--- src/rtl/nn_cfg_pkg.sv ---
// nn_cfg_pkg
// Shared configuration for the neural-network config loader and the neuron
// layer tops: default network shape, loader FSM state encoding and the width
// of the layer/neuron tags that travel with every broadcast config word.
// Layer entries are indexed from 0 (entry 0 describes layer 1).

package nn_cfg_pkg;

    localparam int NUM_LAYERS = 2;

    // Neurons per layer and weights per neuron in that layer.
    localparam int unsigned LAYER_NEURONS [NUM_LAYERS] = '{30, 10};
    localparam int unsigned LAYER_WEIGHTS [NUM_LAYERS] = '{784, 30};

    // Width of config_layer_num / config_neuron_num.
    localparam int CFG_TAG_W = 32;

    typedef enum logic [1:0] {
        IDLE   = 2'd0,
        WEIGHT = 2'd1,
        BIAS   = 2'd2,
        DONE   = 2'd3
    } cfg_state_t;

endpackage

--- src/rtl/nn_cfg_loader.sv ---
// nn_cfg_loader
// Streams host configuration words into a multi-layer neural network. For
// every neuron of every layer the host sends LAYER_WEIGHTS[l] weights followed
// by one bias; each accepted word is rebroadcast one cycle later together with
// a (layer, neuron) tag so that only the addressed neuron latches it.
//
// Ports
//   clk, rst            rising-edge clock, synchronous active-high reset
//   start               begin a full load (only looked at in IDLE)
//   s_data/s_valid      host config word and its valid flag
//   s_ready             loader accepts s_data this cycle (WEIGHT or BIAS)
//   weightValue/Valid   weight broadcast, Valid is a one-cycle qualifier
//   biasValue/Valid     bias broadcast, Valid is a one-cycle qualifier
//   config_layer_num    tag: target layer, numbered from 1
//   config_neuron_num   tag: target neuron within the layer, from 0
//   busy                a load is in progress (WEIGHT, BIAS, DONE)
//   done                one-cycle completion pulse, coincident with last bias

module nn_cfg_loader
    import nn_cfg_pkg::*;
#(
    parameter int          NUM_LAYERS                  = nn_cfg_pkg::NUM_LAYERS,
    parameter int          DATA_W                      = 32,
    parameter int unsigned LAYER_NEURONS [NUM_LAYERS]  = nn_cfg_pkg::LAYER_NEURONS,
    parameter int unsigned LAYER_WEIGHTS [NUM_LAYERS]  = nn_cfg_pkg::LAYER_WEIGHTS
) (
    input  logic                 clk,
    input  logic                 rst,
    input  logic                 start,
    input  logic [DATA_W-1:0]    s_data,
    input  logic                 s_valid,
    output logic                 s_ready,
    output logic [DATA_W-1:0]    weightValue,
    output logic                 weightValid,
    output logic [DATA_W-1:0]    biasValue,
    output logic                 biasValid,
    output logic [CFG_TAG_W-1:0] config_layer_num,
    output logic [CFG_TAG_W-1:0] config_neuron_num,
    output logic                 busy,
    output logic                 done
);

    function automatic int unsigned max_entry(input int unsigned a [NUM_LAYERS]);
        int unsigned m;
        m = 32'd0;
        for (int i = 0; i < NUM_LAYERS; i++) begin
            if (a[i] > m) begin
                m = a[i];
            end
        end
        return m;
    endfunction

    function automatic bit has_zero(input int unsigned a [NUM_LAYERS]);
        bit z;
        z = 1'b0;
        for (int i = 0; i < NUM_LAYERS; i++) begin
            if (a[i] == 32'd0) begin
                z = 1'b1;
            end
        end
        return z;
    endfunction

    // The extra bit keeps the terminal count representable without wrap.
    localparam int WCNT_W = $clog2(max_entry(LAYER_WEIGHTS)) + 1;
    localparam int NCNT_W = $clog2(max_entry(LAYER_NEURONS)) + 1;
    localparam int LIDX_W = (NUM_LAYERS > 1) ? $clog2(NUM_LAYERS) : 1;

    // A weightless layer would make the WEIGHT terminal count underflow.
    if (has_zero(LAYER_WEIGHTS)) begin : g_zero_weights
        $error("nn_cfg_loader: LAYER_WEIGHTS contains a zero entry");
    end

    cfg_state_t          state;
    logic [LIDX_W-1:0]   layer_idx;   // 0-based; tag is layer_idx + 1
    logic [NCNT_W-1:0]   neuron_cnt;
    logic [WCNT_W-1:0]   weight_cnt;

    logic                   xfer_s;
    logic                   last_weight_s;
    logic                   last_neuron_s;
    logic                   last_layer_s;
    logic [CFG_TAG_W-1:0]   tag_layer_s;
    logic [CFG_TAG_W-1:0]   tag_neuron_s;

    // Handshake, terminal-count decodes and the tag of the word being accepted.
    always_comb begin
        xfer_s        = s_valid & s_ready;
        last_weight_s = (32'(weight_cnt) == (LAYER_WEIGHTS[layer_idx] - 32'd1));
        last_neuron_s = (32'(neuron_cnt) == (LAYER_NEURONS[layer_idx] - 32'd1));
        last_layer_s  = (32'(layer_idx) == 32'(NUM_LAYERS - 1));
        tag_layer_s   = CFG_TAG_W'(layer_idx) + CFG_TAG_W'(1);
        tag_neuron_s  = CFG_TAG_W'(neuron_cnt);
    end

    // Load FSM, position counters and all registered outputs.
    always_ff @(posedge clk) begin
        if (rst) begin
            state             <= IDLE;
            layer_idx         <= '0;
            neuron_cnt        <= '0;
            weight_cnt        <= '0;
            s_ready           <= 1'b0;
            weightValue       <= '0;
            weightValid       <= 1'b0;
            biasValue         <= '0;
            biasValid         <= 1'b0;
            config_layer_num  <= '0;
            config_neuron_num <= '0;
            busy              <= 1'b0;
            done              <= 1'b0;
        end else begin
            // Pulses default low; tags and values hold between transfers.
            weightValid <= 1'b0;
            biasValid   <= 1'b0;
            done        <= 1'b0;
            case (state)
                IDLE: begin
                    if (start) begin
                        state      <= WEIGHT;
                        layer_idx  <= '0;
                        neuron_cnt <= '0;
                        weight_cnt <= '0;
                        s_ready    <= 1'b1;
                        busy       <= 1'b1;
                    end
                end
                WEIGHT: begin
                    if (xfer_s) begin
                        weightValid       <= 1'b1;
                        weightValue       <= s_data;
                        config_layer_num  <= tag_layer_s;
                        config_neuron_num <= tag_neuron_s;
                        if (last_weight_s) begin
                            state      <= BIAS;
                            weight_cnt <= '0;
                        end else begin
                            weight_cnt <= weight_cnt + WCNT_W'(1);
                        end
                    end
                end
                BIAS: begin
                    if (xfer_s) begin
                        biasValid         <= 1'b1;
                        biasValue         <= s_data;
                        config_layer_num  <= tag_layer_s;
                        config_neuron_num <= tag_neuron_s;
                        if (!last_neuron_s) begin
                            neuron_cnt <= neuron_cnt + NCNT_W'(1);
                            state      <= WEIGHT;
                        end else if (!last_layer_s) begin
                            layer_idx  <= layer_idx + LIDX_W'(1);
                            neuron_cnt <= '0;
                            state      <= WEIGHT;
                        end else begin
                            // Final bias: done rides alongside its pulse.
                            state   <= DONE;
                            done    <= 1'b1;
                            s_ready <= 1'b0;
                        end
                    end
                end
                DONE: begin
                    state      <= IDLE;
                    busy       <= 1'b0;
                    layer_idx  <= '0;
                    neuron_cnt <= '0;
                    weight_cnt <= '0;
                end
                default: begin
                    state   <= IDLE;
                    s_ready <= 1'b0;
                    busy    <= 1'b0;
                end
            endcase
        end
    end

endmodule

--- config.mk ---
export PLATFORM = sky130hd
export DESIGN_NAME = nn_cfg_loader
export DESIGN_NICKNAME = d
export VERILOG_FILES = /design/src/rtl/nn_cfg_pkg.sv /design/src/rtl/nn_cfg_loader.sv
export SDC_FILE = /design/constraint.sdc
export NUM_CORES = 1
export LEC_CHECK = 0
export CAP_MARGIN = 20
export CORE_ASPECT_RATIO = 0.75
export CORE_MARGIN = 3
export CORE_UTILIZATION = 40
export DETAILED_ROUTE_END_ITERATION = 8
export PLACE_DENSITY = 0.77
export SYNTH_ARGS = -nofsm -noshare
export SYNTH_HDL_FRONTEND = slang
export SYNTH_SLANG_ARGS = --single-unit
--- constraint.sdc ---
create_clock -name clk -period 2.6 [get_ports clk]
set_input_delay 0.39 -clock clk [delete_from_list [all_inputs] [get_ports clk]]
set_output_delay 0.39 -clock clk [all_outputs]
set_load 0.01 [all_outputs]
* Yosys cells after proc, flatten, opt, wreduce, memory -nomap -nowiden
Cells that the tools add are included.
** Word-level totals
- Input bits :: 36
- Word-level logic and storage cells :: 91
- Flip-flop bits (word level) :: 127
** Cells by class
- $lt $le $gt $ge :: 1
- Bitwise logic cells :: 6
- $add $sub $neg :: 6
- Equality and inequality tests :: 12
- Multiplexer cells :: 35
- Reduce and logical (&&, ||, !) cells :: 18
** Operators by type and width (count)
- $mux 32 :: 4
- $sub 32x1->32 const B :: 2
- $mux 11 :: 3
- $pmux 11 s3 :: 1
- $eq 11x32->1 :: 1
- $eq 6x32->1 :: 1
- $mux 6 :: 4
- $pmux 6 s3 :: 1
- $mux 2 :: 6
- $ne 2x2->1 const B :: 6
- $reduce_and 4->1 :: 3
- $add 11x1->11 const B :: 1
- $mux 1 :: 10
- $mux 10 :: 1
- $pmux 2 s4 :: 1
- $reduce_and 2->1 :: 4
- $add 6x1->6 const B :: 1
- $reduce_bool 3->1 :: 2
- $reduce_or 2->1 :: 3
- $mux 5 :: 1
- $reduce_and 5->1 :: 1
- $eq 2x2->1 const B :: 2
- $not 1->1 :: 4
- $pmux 1 s2 :: 2
- other kinds (12) :: 13

* Longest topological paths before layout
Gate-level depths: netlist of the first run.
- Depth after elaboration :: 9
- Mapped depth :: 8
- Gate-level depth less buffers :: 7

* Worst setup path after synthesis of the first run
No wires, ideal clock.
- Path type :: reg-to-reg
- Start :: register state[0]
- End :: register neuron_cnt[1]
- Buffers on the path :: 1
- Setup slack :: 0.567 ns
- Library setup time :: 0.070 ns
- Data arrival time :: 1.962 ns
- Data required time :: 2.530 ns
- Clock period less this slack :: 2.033 ns
- Cell stages (with the launch flop) :: 9
- Path through :: dfxtp_1 -> inv_1 -> ha_1 -> nor2b_1 -> a211o_1 -> or2_1 -> buf_2 -> or4_1 -> a21oi_1
** Between the ends
- Cells in the longest elaborated chain, start to end :: 3
- Elaborated cells between the ends (all ways) :: 9
** RTL lines
- start, declared :: RTL line nn_cfg_loader.sv:75 : cfg_state_t state;
- start signal, assigned :: RTL line nn_cfg_loader.sv:100 : state <= IDLE;
- start signal, assigned :: RTL line nn_cfg_loader.sv:121 : state <= WEIGHT;
- start signal, assigned :: RTL line nn_cfg_loader.sv:136 : state <= BIAS;
- $eq 2x2->1 / $logic_not 2->1 (equally long branches) :: RTL line nn_cfg_loader.sv:118 : case (state)
- $ne 3x3->1 (no source line), or another cell as far along
- $reduce_and 4->1 (no source line)
- end signal, assigned :: RTL line nn_cfg_loader.sv:150 : neuron_cnt <= neuron_cnt + NCNT_W'(1);
- end, declared :: RTL line nn_cfg_loader.sv:77 : logic [NCNT_W-1:0] neuron_cnt;
Several ways; a longest one is shown, not always the timed one.
A chain may end at the register's enable or synchronous reset.

* Final worst setup path of the first run
- Start :: register state[0]
- End :: register neuron_cnt[2]
Same word-level chain as after synthesis.

==> results of run 1 <==
-- worst min-delay path, cell delays in order, from the launching register on --
cell	delay, ns
dfxtp_1	0.31
nand2_1	0.05
a21oi_1	0.05
-- sequential cells by signal, summed over array words and instances, names as in the netlist --
| signal | count |
|---|---|
| neuron_cnt | 6 |
| state | 2 |
| weight_cnt | 11 |
| biasValid | 1 |
| weightValid | 1 |
| s_ready | 1 |
| config_neuron_num | 6 |
| biasValue | 32 |
| done | 1 |
| last_layer_s | 1 |
| config_layer_num | 2 |
| busy | 1 |
| weightValue | 32 |
-- cell families (layout without fill, tap and decap cells) --
kind of cell	after synthesis	in the layout	share of synthesized area [%]
other	1	56	0.0912
XOR/XNOR	10	10	2.13
AO/OA/AOI/OAI	90	90	11.3
AND/OR/NAND/NOR	208	208	21.9
buffers and inverters	86	144	13.0
adder cells (fa/ha/maj)	7	7	2.13
flip-flops	97	97	47.2
multiplexers	9	9	2.19
-- power by group --
group / switching (W) / internal [W]
clock: 0.000593 / 0.000765
combinational: 0.000412 / 0.000310
sequential: 0.0000611 / 0.00156
total: 0.00107 / 0.00263
-- area by class of cell --
| cell class | instances | area [sq um] |
|---|---|---|
| fill | 890 | 4360 |
| sequential | 97 | 1940 |
| multi-input combinational | 380 | 1850 |
| timing repair buffer | 123 | 1210 |
| clock buffer | 9 | 225 |
| tap | 132 | 165 |
| clock inverter | 7 | 83.8 |
| inverter | 5 | 18.8 |
-- synth_stat cells (2+ instances only) --
cell,count
a211oi_1,2
a21oi_1,78
and2_1,2
and3_1,7
buf_4,56
clkbuf_1,24
dfxtp_1,97
ha_1,7
inv_1,4
mux2i_1,9
nand2_1,133
nand3_1,8
nand3b_1,4
nand4_1,6
nor2_1,28
nor3_1,5
nor4_1,2
o21ai_0,7
or4_1,2
xor2_1,9
-- per-stage QoR --
| stage | util, % | setup slack, ns | instance area [sq um] | hold slack [ns] |
|---|---|---|---|---|
| floorplan | - | 0.567 | 4320 | 0.457 |
| global placement | 52.6 | 0.289 | 5180 | 0.441 |
| detailed placement | 52.6 | 0.157 | 5180 | 0.447 |
| CTS | 55.7 | 0.336 | 5490 | 0.455 |
| global route | 55.7 | 0.107 | 5490 | 0.475 |
| finish | 55.7 | 0.334 | 5490 | 0.453 |
-- worst max-delay path by stage --
| stage | startpoint | end | slack [ns] |
|---|---|---|---|
| floorplan | state[0]$_SDFFE_PP0P_ | neuron_cnt[1]$_SDFFE_PP0P_ | 0.57 |
| global placement | s_valid | neuron_cnt[3]$_SDFFE_PP0P_ | 0.29 |
| detailed placement | s_valid | neuron_cnt[3]$_SDFFE_PP0P_ | 0.16 |
| CTS | state[0]$_SDFFE_PP0P_ | neuron_cnt[3]$_SDFFE_PP0P_ | 0.34 |
| global route | state[0]$_SDFFE_PP0P_ | neuron_cnt[2]$_SDFFE_PP0P_ | 0.11 |
| finish | state[0]$_SDFFE_PP0P_ | neuron_cnt[2]$_SDFFE_PP0P_ | 0.33 |
-- layer usage --
layer,vias up,part of all wire (%),global-route usage (%)
li1,1774,-,-
met1,1616,44,22.0
met2,135,47,27.7
met3,6,8.0,4.94
met4,0,0.36,3.04
met5,-,0,0
-- layout by cell type, fill, tap and decap left out, types with 2 or more instances in the layout --
master and n:
mux2i_1 9, o21ai_0 7, inv_1 4, nand4_1 6, or4_1 2, nor4_1 2, inv_6 3, and3_1 7
nand3b_1 4, buf_4 10, dfxtp_1 97, nand2_1 133, nor3_1 5, a21oi_1 78, clkdlybuf4s50_1 111, clkbuf_16 9
and2_1 2, nand3_1 8, a211oi_1 2, conb_1 56, xor2_1 9, nor2_1 27, ha_1 7
==> reports/qor.txt, run 1 <==
FF-to-FF path depth: 7
Number of global-route vias before repair: 3262
Worst Setup End Kind: flop
Longest Clk Path Bufs: 2
Slowest cell on crit path: nor4_1
First-iteration detailed-routing DRC count: 234
FMAX: 0.441 GHz
Cell taking the most area after synthesis: dfxtp_1
Tot Pwr: 0.00370 W
R2R Path End: neuron_cnt[2]$_SDFFE_PP0P_
Yosys warns: 0
Max-slew violations: 0
# rows: 31
Hold Path Class: flop to flop
Peak supply drop: 0.490 mV
Synth Cell Area: 4110 sq um
Unique masters post-synth: 38
Period Utilization, post-route: 87.2%
Register area share after synthesis: 47.2%
Antenna Cells: 0
CP top delay family: simple AND/OR/NAND/NOR gates
Yosys reg bits: 97
Max cap viols: 0
Slew @ Worst Pin: 0.782 ns
Nets: 659
Worst r2r src: state[0]$_SDFFE_PP0P_
Final std cells w/o fill: 753
Post-DR vias/cell: 4.69
Drt drc: 0
IO Pins: 169
Layout cell share with drive strength beyond 1: 5.15%
Final min period: 2.27 ns
CTS root buf: clkbuf_16
Area growth syn-to-layout: 33.5%
Placed cell count: 737
Clock latency on the worst-skew pair: 0.33 ns
Final setup fails: 0
Post-Route WL: 9960 um
Post-DP HPWL: 7310 um
Largest net degree at the start of global routing: 39
Levels on crit path: 7
Syn_area_per_cell: 8.10 sq um
Clock Sinks: 97
GRT overflow: 0
Worst hold start: biasValue[10]$_SDFFE_PP0P_
Slew headroom: 47.4%
Pwr per Cell Area: 674 nW/um^2
Worst-path maximum fanout: 5
Hold worst-path end: biasValue[10]$_SDFFE_PP0P_
Syn Inst Count: 508
Max Clock Skew: 0.00586 ns
ANT nets after route: 0
Wirelength per Cell: 13.2 um
WHS Path Cells: 2
Synth area leaders: dfxtp_1, nand2_1, buf_4, a21oi_1, nor2_1
Total CTS buffers: 9
Via count: 3531
Post_cts resized: 0
Top FF cell, synth: dfxtp_1
Setup TNS: 0 ns
RSZ-0062 raised after global routing: no
# hold bufs at CTS: 0
Status: finished, final reports clean
First-pass GRT wire length: 15700 um
FF-to-FF setup slack: 0.33 ns
Critical Path, Cell by Cell: inv_1 > ha_1 > nor2b_1 > a211o_1 > nor4_1 > nand3b_1 > a21oi_1
CTS tree: yes
Die height: 93.8 um
Initial Util: 41.7%
CP peak stage delay: 0.66 ns
Die area: 11500 sq um
Pre-antenna DRT Iters: 5
Die width: 123 um
Core ar.: 9850 sq um
P_leak: 2.04 nW
GRT Total Usage: 16.8%
Crit Path Category: flop to flop
Placer Congestion: 0.859
Fraction of registers with async set or reset after synthesis: 0%
Top cell type's share of synthesized area: 47.2%
Setup crit start kind: flop
Clk slew on worst S/H paths: 0.07 ns
Initial antenna violation count: 0
Critical path required time: 2.86 ns
Worst Path Arrival: 2.53 ns
Setup Fix Bufs, Post-CTS: 0
H-tree depth: 3
Port Buffers: 112
Number of flops mapped to enable cells by yosys: 0
Fin. Hold Viols: 0
Buffers & Inverters on Critical Path: 1
Note: power is estimated with default switching activity, not from simulation.
==> run 2, diff against run 1 <==
- CELL_PAD_IN_SITES_DETAIL_PLACEMENT: not set -> 0
- CELL_PAD_IN_SITES_GLOBAL_PLACEMENT: not set -> 2
- CORE_UTILIZATION: 40 -> 23
- PLACE_DENSITY: 0.77 -> 0.8
==> reports/qor.txt, run 2 (synthesis results as in run 1) <==
Port Buffers: 112 (unchanged)
Antenna Cells: 0 (unchanged)
Critical path required time: 2.87 ns (about the same)
Post-DR vias/cell: 4.19 (-11%)
# hold bufs at CTS: 0 (unchanged)
Largest net degree at the start of global routing: 49 (+26%)
Post-Route WL: 11900 um (+20%)
CTS tree: yes
Layout cell share with drive strength beyond 1: 5.00% (-0.15 points)
Clock Sinks: 97 (unchanged)
Worst Path Arrival: 2.57 ns (+0.04 ns)
Hold_ws: 0.347 ns (-0.106 ns)
GRT Total Usage: 11.9% (-4.9 points)
Slew headroom: 48.3% (+0.93 points)
IO Pins: 169 (unchanged)
FMAX: 0.435 GHz (-1.4%)
Fin. Hold Viols: 0 (unchanged)
Peak supply drop: 0.283 mV (-42%)
Most frequent cells in the layout: nand2_1, clkdlybuf4s50_1, dfxtp_1
Drt drc: 0 (unchanged)
Max-slew violations: 0 (unchanged)
Placer Congestion: 0.750 (-13%)
Most common cell after layout, fill and taps aside: nand2_1
Longest Clk Path Bufs: 2 (unchanged)
H-tree depth: 3 (unchanged)
Period Utilization, post-route: 88.4% (+1.2 points)
CP peak stage delay: 0.65 ns (about the same)
Nets: 658 (-0.15%)
Post_cts resized: 0 (unchanged)
Final setup fails: 0 (unchanged)
Critical Path, Cell by Cell: inv_1 > ha_1 > nor2b_1 > a211o_1 > nor4_1 > nand3b_1 > a21oi_1
GRT overflow: 0 (unchanged)
Slowest cell on crit path: nor4_1
Wirelength per Cell: 13.9 um (+5.2%)
Die height: 122 um (+30%)
Initial Util: 23.9% (-18 points)
Buffers & Inverters on Critical Path: 1 (unchanged)
Total CTS buffers: 9 (unchanged)
Number of global-route vias before repair: 3492 (+7.1%)
Max cap viols: 0 (unchanged)
Max Clock Skew: 0.00626 ns (+0.000399 ns)
Core ar.: 17200 sq um (+74%)
Pwr per Cell Area: 648 nW/um^2 (-3.9%)
First-iteration detailed-routing DRC count: 181 (-23%)
Status: finished, final reports clean
Worst-path maximum fanout: 5 (unchanged)
CTS root buf: clkbuf_16
Die width: 160 um (+30%)
Crit Path Category: flop to flop
Die area: 19500 sq um (+69%)
P_leak: 2.01 nW (-1.2%)
First-pass GRT wire length: 18400 um (+17%)
Slew @ Worst Pin: 0.768 ns (-0.0138 ns)
Setup TNS: 0 ns (unchanged)
Post-DP HPWL: 8330 um (+14%)
Final min period: 2.30 ns (+0.0316 ns)
Top flop regs: biasValue: 32 flops, weightValue: 32 flops, weight_cnt: 11 flops
# rows: 41 (+32%)
Clock latency on the worst-skew pair: 0.34 ns (about the same)
Setup crit start kind: flop
RSZ-0062 raised after global routing: no
CP top delay family: simple AND/OR/NAND/NOR gates
Worst Setup End Kind: flop
Hold Path Class: input pin to flop
Area growth syn-to-layout: 35.3%
Initial antenna violation count: 0 (unchanged)
Via count: 3586 (+1.6%)
Setup Fix Bufs, Post-CTS: 0 (unchanged)
Tot Pwr: 0.00360 W (-2.6%)
Clk slew on worst S/H paths: 0.07 ns (about the same)
ANT nets after route: 0 (unchanged)
Pre-antenna DRT Iters: 5 (unchanged)
-- run 2: power by group --
| group | switching [W] | internal, W |
|---|---|---|
| sequential | 0.0000639 | 0.00156 |
| clock | 0.000596 | 0.000647 |
| combinational | 0.000431 | 0.000305 |
| total | 0.00109 | 0.00251 |
-- run 2: through the flow --
| stage | area [sq um] | setup slack [ns] | utilization (%) | instances |
|---|---|---|---|---|
| 2_1_floorplan | 4320 | 0.567 | - | 563 |
| 3_3_place_gp | 5290 | 0.262 | 30.8 | 840 |
| 3_5_place_dp | 5290 | 0.168 | 30.8 | 840 |
| 4_1_cts | 5570 | 0.345 | 32.4 | 856 |
| 5_1_grt | 5570 | 0.0595 | 32.4 | 856 |
| 6_report | 5570 | 0.302 | 32.4 | 856 |
-- run 2: area by class of cell --
| type | instances | area [sq um] |
|---|---|---|
| Clock buffer | 9 | 225 |
| Fill cell | 1852 | 11600 |
| Timing Repair Buffer | 122 | 1190 |
| Tap cell | 236 | 295 |
| Sequential cell | 97 | 1940 |
| Inverter | 5 | 18.8 |
| Multi-Input combinational cell | 380 | 1850 |
| Clock inverter | 7 | 47.5 |
-- run 2: worst register-to-register path: cells and delay by family, from the launching register on --
family	cells	cell delay, ns
AOI/OAI and AO/OA	2	0.50
adders and majority gates	1	0.24
buffers and inverters	1	0.09
DFF	1	0.39
and+or+nand+nor	3	1.01
-- run 2: worst paths after layout --
path	cells past startpoint	endpoint	slack, ns	startpoint
setup / recovery	7	neuron_cnt[2]$_SDFFE_PP0P_	0.30	state[1]$_SDFFE_PP0P_
hold / removal	2	busy$_SDFFE_PP0P_	0.35	rst
setup reg to reg	7	neuron_cnt[2]$_SDFFE_PP0P_	0.30	state[1]$_SDFFE_PP0P_
hold reg to reg	2	biasValue[0]$_SDFFE_PP0P_	0.45	biasValue[0]$_SDFFE_PP0P_
-- run 2: metal layers --
layer  track usage, %  up-vias  routed length (um)
met4             3.58        0                 120
li1                 -     1768                   -
met1             15.5     1692                5530
met2             18.5      116                5400
met5                0        -                   0
met3             4.11       10                 858
==> run 3, diff against run 2 <==
- CTS_CLUSTER_DIAMETER: not set -> 200
==> results of run 3 <==
Final layout, timing and power as in run 2 (identical DEF).
